<file path="src/rtl/evolution_sweeper.sv">
// evolution_sweeper: row-sweep sequencer feeding a combinational Game-of-Life block core
module evolution_sweeper #(
  parameter int GRID_W = 100,
  parameter int GRID_H = 100,
  parameter int BLOCK_LEN = 10
) (
  input  logic                        clk,
  input  logic                        rst,
  input  logic                        start,
  output logic                        busy,
  output logic                        done,
  output logic                        rd_en,
  output logic [$clog2(GRID_H)-1:0]   rd_addr,
  input  logic [GRID_W-1:0]           rd_data,
  output logic                        wr_en,
  output logic [$clog2(GRID_H)-1:0]   wr_addr,
  output logic [GRID_W-1:0]           wr_data,
  output logic [3*BLOCK_LEN-1:0]      ev_line_status,
  output logic [5:0]                  ev_last_block_tail,
  input  logic [BLOCK_LEN-1:0]        ev_now_live,
  input  logic                        ev_prev_live
);
  localparam int NB = GRID_W / BLOCK_LEN;
  localparam int AW = $clog2(GRID_H);
  localparam int BW = $clog2(NB + 1);
  typedef enum logic [2:0] {IDLE, PRIME0, PRIME1, SWEEP, WRITE, SHIFT, DONE} state_t;
  state_t state, state_n;
  logic [GRID_W-1:0] prev, cur, nxt, acc, nxt_eff, nmask, nval, pmask;
  logic [GRID_W:0] pone;
  logic [AW-1:0] r;
  logic [AW:0] r2;
  logic [BW-1:0] b;
  logic [5:0] tail;
  logic fresh, last, more, flush;
  logic [31:0] sh;
  logic [3*BLOCK_LEN-1:0] win;
  assign r2 = {1'b0, r} + (AW+1)'(2);
  assign last = r == AW'(GRID_H - 1);
  assign more = r2 < (AW+1)'(GRID_H);
  assign flush = b == BW'(NB);
  assign sh = 32'(b) * 32'(BLOCK_LEN);
  // Row 1 only lands on the RAM port during the first sweep cycle, so it is used straight from there once.
  assign nxt_eff = fresh ? rd_data : nxt;
  assign win = {BLOCK_LEN'(nxt_eff >> sh), BLOCK_LEN'(cur >> sh), BLOCK_LEN'(prev >> sh)};
  assign nmask = GRID_W'({(BLOCK_LEN-1){1'b1}}) << sh;
  assign nval = GRID_W'(ev_now_live) << sh;
  assign pone = (GRID_W+1)'(1) << sh;
  assign pmask = GRID_W'(pone >> 1);
  always_ff @(posedge clk)
    if (rst) state <= IDLE;
    else state <= state_n;
  always_comb begin
    state_n = state;
    busy = state != IDLE;
    done = state == DONE;
    rd_en = 1'b0;
    rd_addr = '0;
    wr_en = state == WRITE;
    wr_addr = wr_en ? r : '0;
    wr_data = wr_en ? acc : '0;
    ev_line_status = state == SWEEP ? win : '0;
    ev_last_block_tail = state == SWEEP ? tail : '0;
    case (state)
      IDLE: state_n = start ? PRIME0 : IDLE;
      PRIME0: begin
        rd_en = 1'b1;
        state_n = PRIME1;
      end
      PRIME1: begin
        rd_en = 1'b1;
        rd_addr = AW'(1);
        state_n = SWEEP;
      end
      SWEEP: state_n = flush ? WRITE : SWEEP;
      WRITE: begin
        rd_en = more;
        rd_addr = more ? AW'(r2) : '0;
        state_n = last ? DONE : SHIFT;
      end
      SHIFT: state_n = SWEEP;
      DONE: state_n = IDLE;
      default: state_n = IDLE;
    endcase
  end
  always_ff @(posedge clk) begin
    if (rst) begin
      prev <= '0;
      cur <= '0;
      nxt <= '0;
      acc <= '0;
      r <= '0;
      b <= '0;
      tail <= '0;
      fresh <= 1'b0;
    end else begin
      case (state)
        IDLE: if (start) begin
          r <= '0;
          prev <= '0;
          acc <= '0;
        end
        PRIME1: begin
          cur <= rd_data;
          fresh <= 1'b1;
          b <= '0;
          tail <= '0;
        end
        SWEEP: begin
          acc <= (acc & ~(nmask | pmask)) | (nval & nmask) | (ev_prev_live ? pmask : '0);
          fresh <= 1'b0;
          if (fresh) nxt <= rd_data;
          if (!flush) begin
            b <= b + BW'(1);
            tail <= {win[3*BLOCK_LEN-1], win[2*BLOCK_LEN-1], win[BLOCK_LEN-1],
                     win[3*BLOCK_LEN-2], win[2*BLOCK_LEN-2], win[BLOCK_LEN-2]};
          end
        end
        SHIFT: begin
          prev <= cur;
          cur <= nxt;
          nxt <= more ? rd_data : '0;
          r <= r + AW'(1);
          b <= '0;
          tail <= '0;
        end
        default: ;
      endcase
    end
  end
endmodule
</file>
<file path="config.mk">
export PLATFORM = sky130hd
export DESIGN_NAME = evolution_sweeper
export DESIGN_NICKNAME = d
export VERILOG_FILES = /design/src/rtl/evolution_sweeper.sv
export SDC_FILE = /design/constraint.sdc
export NUM_CORES = 1
export LEC_CHECK = 0
export CORE_UTILIZATION = 55
export DETAILED_ROUTE_END_ITERATION = 10
export PLACE_DENSITY_LB_ADDON = 0.15
export SLEW_MARGIN = 10
export SYNTH_ARGS = -nofsm -noshare
export SYNTH_HDL_FRONTEND = slang
export SYNTH_SLANG_ARGS = --single-unit
</file>
<file path="constraint.sdc">
create_clock -name clk -period 4.9 [get_ports clk]
set_input_delay 0.735 -clock clk [delete_from_list [all_inputs] [get_ports clk]]
set_output_delay 0.735 -clock clk [all_outputs]
set_load 0.01 [all_outputs]
</file>
# == Word-level counts from Yosys, hierarchy flattened ==
# Cells that the tools add are included.
# word_totals
ff_bits,421
input_bits,114
out_inout_bits,154
# classes
addsub,3
n_mul,1
magnitude_cmp,1
eq_ne,10
shift,6
mux,26
bitwise,6
reduce_logical,13
# op_table
operator,n
$pmux W100 S2,4
$mux W100,5
$or A100 B100 Y100,3
$shr A100 B8 Y10,3
$and A100 B100 Y100,2
$shl A1 B8 Y101 const A,1
$not A100 Y100,1
$shl A10 B8 Y100,1
$shl A9 B8 Y100 const A,1
$mux W30,1
$pmux W7 S2,2
$mux W7,3
$pmux W3 S5,1
$mux W6,2
$pmux W6 S2,1
$reduce_bool A2 Y1,6
$eq A3 B3 Y1 const B,3
$add A7 B2 Y8 const B,1
$lt A8 B7 Y1 const B,1
$pmux W4 S2,1
$add A7 B1 Y7 const B,1
$eq A7 B7 Y1 const B,1
$mul A4 B3 Y7 const B,1
$eq A3 B2 Y1 const B,2
other kinds (13),18

# == Logic depth before layout (Yosys ltp) ==
# logic_depth
depth_word,8
mapped_depth,12

# == Least setup slack after synthesis ==
# No wires, ideal clock.
# synth_path
path_type,flip-flop to flip-flop
startpoint,register b[2]
endpoint,register acc[3]
setup_time_ns,0.127
arrival_time_ns,2.832
required_ns,4.773
slack_ns,1.941
path_stages_with_launch,12
period_less_slack_ns,2.959
path_cell_list,dfxtp_1 clkbuf_1 inv_2 buf_1 fa_1 buf_2 buf_4 inv_1 nor3_2 a21oi_1 o311ai_1 o21ai_1
# synth_between
elab_chain_len,8
# synth_lines
item,line_no,source
from (decl),32,logic [BW-1:0] b;
from (signal assigned),113,b <= b + BW'(1);
$mul A4 B3 Y7 (*),41,assign sh = 32'(b) * 32'(BLOCK_LEN);
$shl A9 B8 Y100 or $shl A1 B8 Y101 (tied branches),"45, 47",
$or A100 B100 Y100,109,acc <= (acc & ~(nmask | pmask)) | (nval & nmask) | (ev_prev_live ? pmask : '0);
$not A100 Y100,109,
$and A100 B100 Y100,109,
$or A100 B100 Y100,109,
$or A100 B100 Y100 (*),109,
$pmux W100 S2 (*),96,case (state)
to (signal assigned),109,
to (decl),28,"logic [GRID_W-1:0] prev, cur, nxt, acc, nxt_eff, nmask, nval, pmask;"
# Every way passes the cells marked *; elsewhere a longest branch is shown, timed or not.
# A chain may end at the register's enable or synchronous reset.

# == Final worst setup path ==
# layout_path
startpoint,register b[0]
endpoint,output ev_line_status[23]
# layout_between
elab_chain_len,3
# layout_lines
item,line_no,source
$mul A4 B3 Y7,41,
$shr A100 B8 Y10,44,"assign win = {BLOCK_LEN'(nxt_eff >> sh), BLOCK_LEN'(cur >> sh), BLOCK_LEN'(prev >> sh)};"
$mux W30,61,ev_line_status = state == SWEEP ? win : '0;
to (decl),18,"output logic [3*BLOCK_LEN-1:0] ev_line_status,"
# No other way between the ends.

==> impl_summary.log <==
INFO  metric max-clock-path-buffers = 3
INFO  metric final_worst_clock_skew = 0.01457 ns
INFO  metric antenna_violating_nets_post_route = 0
INFO  metric reg2reg_setup_slack = 1.02 ns
INFO  metric netlist-cell-type-count = 96
INFO  metric synth-async-reset-ratio = 0%
INFO  metric status = finished, final reports clean
INFO  metric tightestPinTransition = 1.155 ns
INFO  metric h-tree-depth = 2
INFO  metric synth.ff_latch_count = 421
INFO  metric synth_top_cells_by_count = sky130_fd_sc_hd__dfxtp_1, sky130_fd_sc_hd__nand2_1, sky130_fd_sc_hd__a21oi_1
INFO  metric worst_path_max_delay_cell = sky130_fd_sc_hd__dfxtp_4
INFO  metric cell_by_cell_listing_of_the_critical_path = buf_12 -> mux4_2 -> a22oi_1 -> nand2_1 -> a32o_1 -> clkdlybuf4s50_1
INFO  metric critPathBufInv = 2
INFO  metric post_cts_setup_driven_buffer_insertion_count = 0
INFO  metric power.ir.vdd_worst = 0.2696 mV
INFO  metric drt-vias-per-instance = 6.815
INFO  metric clock_sink_count = 421
INFO  metric place_ws = 1.014 ns
INFO  metric synth-edff-count = 0
INFO  metric cp.required = 4.16 ns
INFO  metric finalHoldViolations = 0
INFO  metric min-delay-start = acc[56]
INFO  metric fin_nets = 2847
INFO  metric synthesis.nets = 2760
INFO  metric core_area = 40920 µm²
INFO  metric synthMostInstantiatedCell = sky130_fd_sc_hd__dfxtp_1
INFO  metric layout_setup_ws = 0.4021 ns
INFO  metric final.min_clock_period = 4.498 ns
INFO  metric num_rows = 74
INFO  metric cap_viol_max_count = 0
INFO  metric n_antenna_cell = 0
INFO  metric tritoncts = yes
INFO  metric timing.critical_path.from_type = flip-flop
INFO  metric dp.final_hpwl = 58.32 mm
INFO  metric critPathMaxStageDelay = 0.67 ns
INFO  metric worst-setup-path-type = reg -> out
INFO  metric overall_power = 0.008159 W
INFO  metric met2WireLength = 40.20 mm
INFO  metric antenna_violations_before_repair = 1
INFO  metric num_io_pins = 268
INFO  metric r2r_cells = 10
INFO  metric yosys_most_used_dff = sky130_fd_sc_hd__dfxtp_1
INFO  metric route.detailed.wl_per_inst = 26.09 µm
INFO  metric report.final.setup_viol = 0
INFO  metric worst_slew_margin_rel = 22.97%
INFO  metric mappedNetlistArea = 22850 µm²
INFO  metric via_count_of_the_first_global_routing_pass = 20670
INFO  metric rr_endpoint = acc[67]
INFO  metric synth_seq_area_share = 36.89%
INFO  metric initial_core_util = 55.83%
INFO  metric wl_met3 = 7.013 mm
INFO  metric cell_count_of_the_worst_hold_path = 2
INFO  metric cts_hold_buffers = 0
INFO  metric fp.dieArea = 42360 µm²
INFO  metric gr-total-overflow = 0
INFO  metric timing.rr.start = b[1]
INFO  metric timing.hold.worst_endpoint = acc[56]
INFO  metric synthToLayoutAreaGrowth = 17.59%
INFO  metric rsz0062_at_grt = no
INFO  metric synthDominantCellAreaShare = 36.89%
INFO  metric post_synth_main_area_contributors = sky130_fd_sc_hd__dfxtp_1, sky130_fd_sc_hd__mux4_2, sky130_fd_sc_hd__nand2_1
INFO  metric top_layer = met5
INFO  metric clockRootBuffer = sky130_fd_sc_hd__clkbuf_16
INFO  metric first_iter_violations = 2814
INFO  metric worst_ep_arrival_time = 3.76 ns
INFO  metric post_cts.resized_instances = 0
INFO  metric synth.avg_cell_area = 8.684 µm²
INFO  metric port-buffer-count = 267
INFO  metric global_route.usage.total = 39.76%
INFO  metric layout_worst_path_cycle_share = 91.79%
INFO  metric largest_net_degree_at_the_start_of_global_routing = 210
INFO  metric synth_top_area_cell = sky130_fd_sc_hd__dfxtp_1
INFO  metric globalplace.congestion = 1.022
INFO  metric power_leakage = 9.492 nW
INFO  metric fin_tns_setup = 0 ns
INFO  metric power.density = 303.7 nW/µm²
INFO  metric hold_class = reg -> reg
INFO  metric slew_violations = 0
INFO  metric end_kind = output port
INFO  metric drt-met1-wl = 33.30 mm
INFO  metric critical_path.top_delay_family = buffers and inverters
INFO  metric yosysWarningCount = 0
INFO  metric vias = 22380
INFO  metric drc = 0
INFO  metric syn-instance-count = 2631
INFO  metric first_pass_iters = 6
INFO  metric numCtsBuffers = 45
INFO  metric post_route_cells_drive_above_1_share = 9.666%
INFO  metric achievable-frequency = 222.3 MHz
INFO  metric clk_latency = 0.61 ns
INFO  metric clkSlewWorstSetupHoldPaths = 0.06 ns
INFO  metric largest_fanout_on_the_critical_path = 41
INFO  metric die_x = 205.8 µm
INFO  metric postRouteWirelength = 85.69 mm
INFO  metric die_height = 205.8 µm
INFO  metric grt_pass1_wl = 127.9 mm
where the power goes:
| part | leakage (nW) | switching (W) | internal (W) |
|---|---|---|---|
| clock | 0.741 | 0.00151 | 0.00199 |
| combinational | 5.34 | 0.000623 | 0.000366 |
| sequential | 3.41 | 0.000138 | 0.00353 |
worst max-delay path by stage:
stage | end | cells past startpoint | startpoint
floorplan | acc[3] | 11 | b[2]
global placement | ev_line_status[23] | 6 | rd_data[13]
detailed placement | ev_line_status[24] | 6 | rd_data[14]
CTS | ev_line_status[23] | 6 | b[0]
global route | ev_line_status[8] | 5 | b[2]
finish | ev_line_status[23] | 6 | b[0]
per-layer routing:
layer	global-route usage, %	vias to the layer above
li1	-	9997
met1	50.89	10860
met2	64.11	1276
met3	5.607	249
met4	23.03	2
met5	0	-
worst reg2reg max path: stages, from the launching register on:
cell and delay (ns):
sky130_fd_sc_hd__dfxtp_4 0.62, sky130_fd_sc_hd__ha_1 0.33, sky130_fd_sc_hd__ha_2 0.23, sky130_fd_sc_hd__inv_1 0.06, sky130_fd_sc_hd__fa_1 0.75, sky130_fd_sc_hd__buf_4 0.40, sky130_fd_sc_hd__nor4b_2 0.75, sky130_fd_sc_hd__and2_1 0.22
sky130_fd_sc_hd__o21ai_0 0.09, sky130_fd_sc_hd__mux2i_1 0.15, sky130_fd_sc_hd__o21a_1 0.17
per-stage QoR:
step	instance area, µm²	hold slack [ns]	instances	util (%)
after floorplan	22850	0.4243	2631	-
after global placement	25380	0.4433	3203	62.01
after detailed placement	25380	0.4450	3203	62.01
after CTS	26870	0.4578	3284	65.65
after global routing	26870	0.4661	3284	65.65
final	26870	0.4578	3284	65.65
area by class of cell:
class | count | area (µm²)
repair buffers | 314 | 3129
flip-flops and latches | 421 | 8438
well taps | 532 | 665.6
clock inverters | 15 | 163.9
fillers | 3405 | 14060
multi-input cells | 1916 | 13070
clock buffers | 66 | 1325
inverters | 20 | 77.57
cell usage in the layout, fill, tap and decap left out, types with 8 or more instances in the layout:
cell type                         instances
sky130_fd_sc_hd__a211oi_1                11
sky130_fd_sc_hd__a21oi_1                220
sky130_fd_sc_hd__a22o_1                 109
sky130_fd_sc_hd__a22oi_1                 26
sky130_fd_sc_hd__a311oi_1               113
sky130_fd_sc_hd__a31oi_1                 13
sky130_fd_sc_hd__a32o_1                  21
sky130_fd_sc_hd__a32oi_1                 14
sky130_fd_sc_hd__and2_1                  20
sky130_fd_sc_hd__and3_1                 109
sky130_fd_sc_hd__buf_12                   8
sky130_fd_sc_hd__buf_4                   39
sky130_fd_sc_hd__clkbuf_1                 9
sky130_fd_sc_hd__clkbuf_16               45
sky130_fd_sc_hd__clkbuf_8                13
sky130_fd_sc_hd__clkdlybuf4s50_1        266
sky130_fd_sc_hd__clkinv_2                 9
sky130_fd_sc_hd__dfxtp_1                417
sky130_fd_sc_hd__ha_1                    12
sky130_fd_sc_hd__inv_1                   17
sky130_fd_sc_hd__mux2_2                   9
sky130_fd_sc_hd__mux2i_1                 53
sky130_fd_sc_hd__mux4_2                  93
sky130_fd_sc_hd__nand2_1                393
sky130_fd_sc_hd__nand2b_1                10
sky130_fd_sc_hd__nand3_1                143
sky130_fd_sc_hd__nand3b_1                 9
sky130_fd_sc_hd__nand4_1                 17
sky130_fd_sc_hd__nor2_1                 177
sky130_fd_sc_hd__nor2b_1                  8
sky130_fd_sc_hd__nor3_1                  31
sky130_fd_sc_hd__o211ai_1                20
sky130_fd_sc_hd__o21ai_0                 61
sky130_fd_sc_hd__o21ai_1                 29
sky130_fd_sc_hd__o22a_1                  18
sky130_fd_sc_hd__o22ai_1                 16
sky130_fd_sc_hd__o31ai_1                 16
sky130_fd_sc_hd__or3_1                    8
sky130_fd_sc_hd__or4_1                    8
registers in the layout (all words and copies together) (netlist names):
register,count
nxt,100
cur,100
acc,100
fresh,1
state,3
tail,6
b,4
prev,100
r,7
cell families (layout without fill, tap and decap cells):
| logic type | after synthesis | in the layout | share of synthesized area (%) |
|---|---|---|---|
| adder cells (fa/ha/maj) | 15 | 15 | 0.8543 |
| multiplexers | 157 | 157 | 12.05 |
| buffers and inverters | 294 | 415 | 6.177 |
| AO/OA/AOI/OAI | 753 | 753 | 23.27 |
| AND/OR/NAND/NOR | 979 | 979 | 20.20 |
| XOR/XNOR | 12 | 12 | 0.5586 |
| flip-flops | 421 | 421 | 36.89 |
Note: power is estimated with default switching activity, not from simulation.
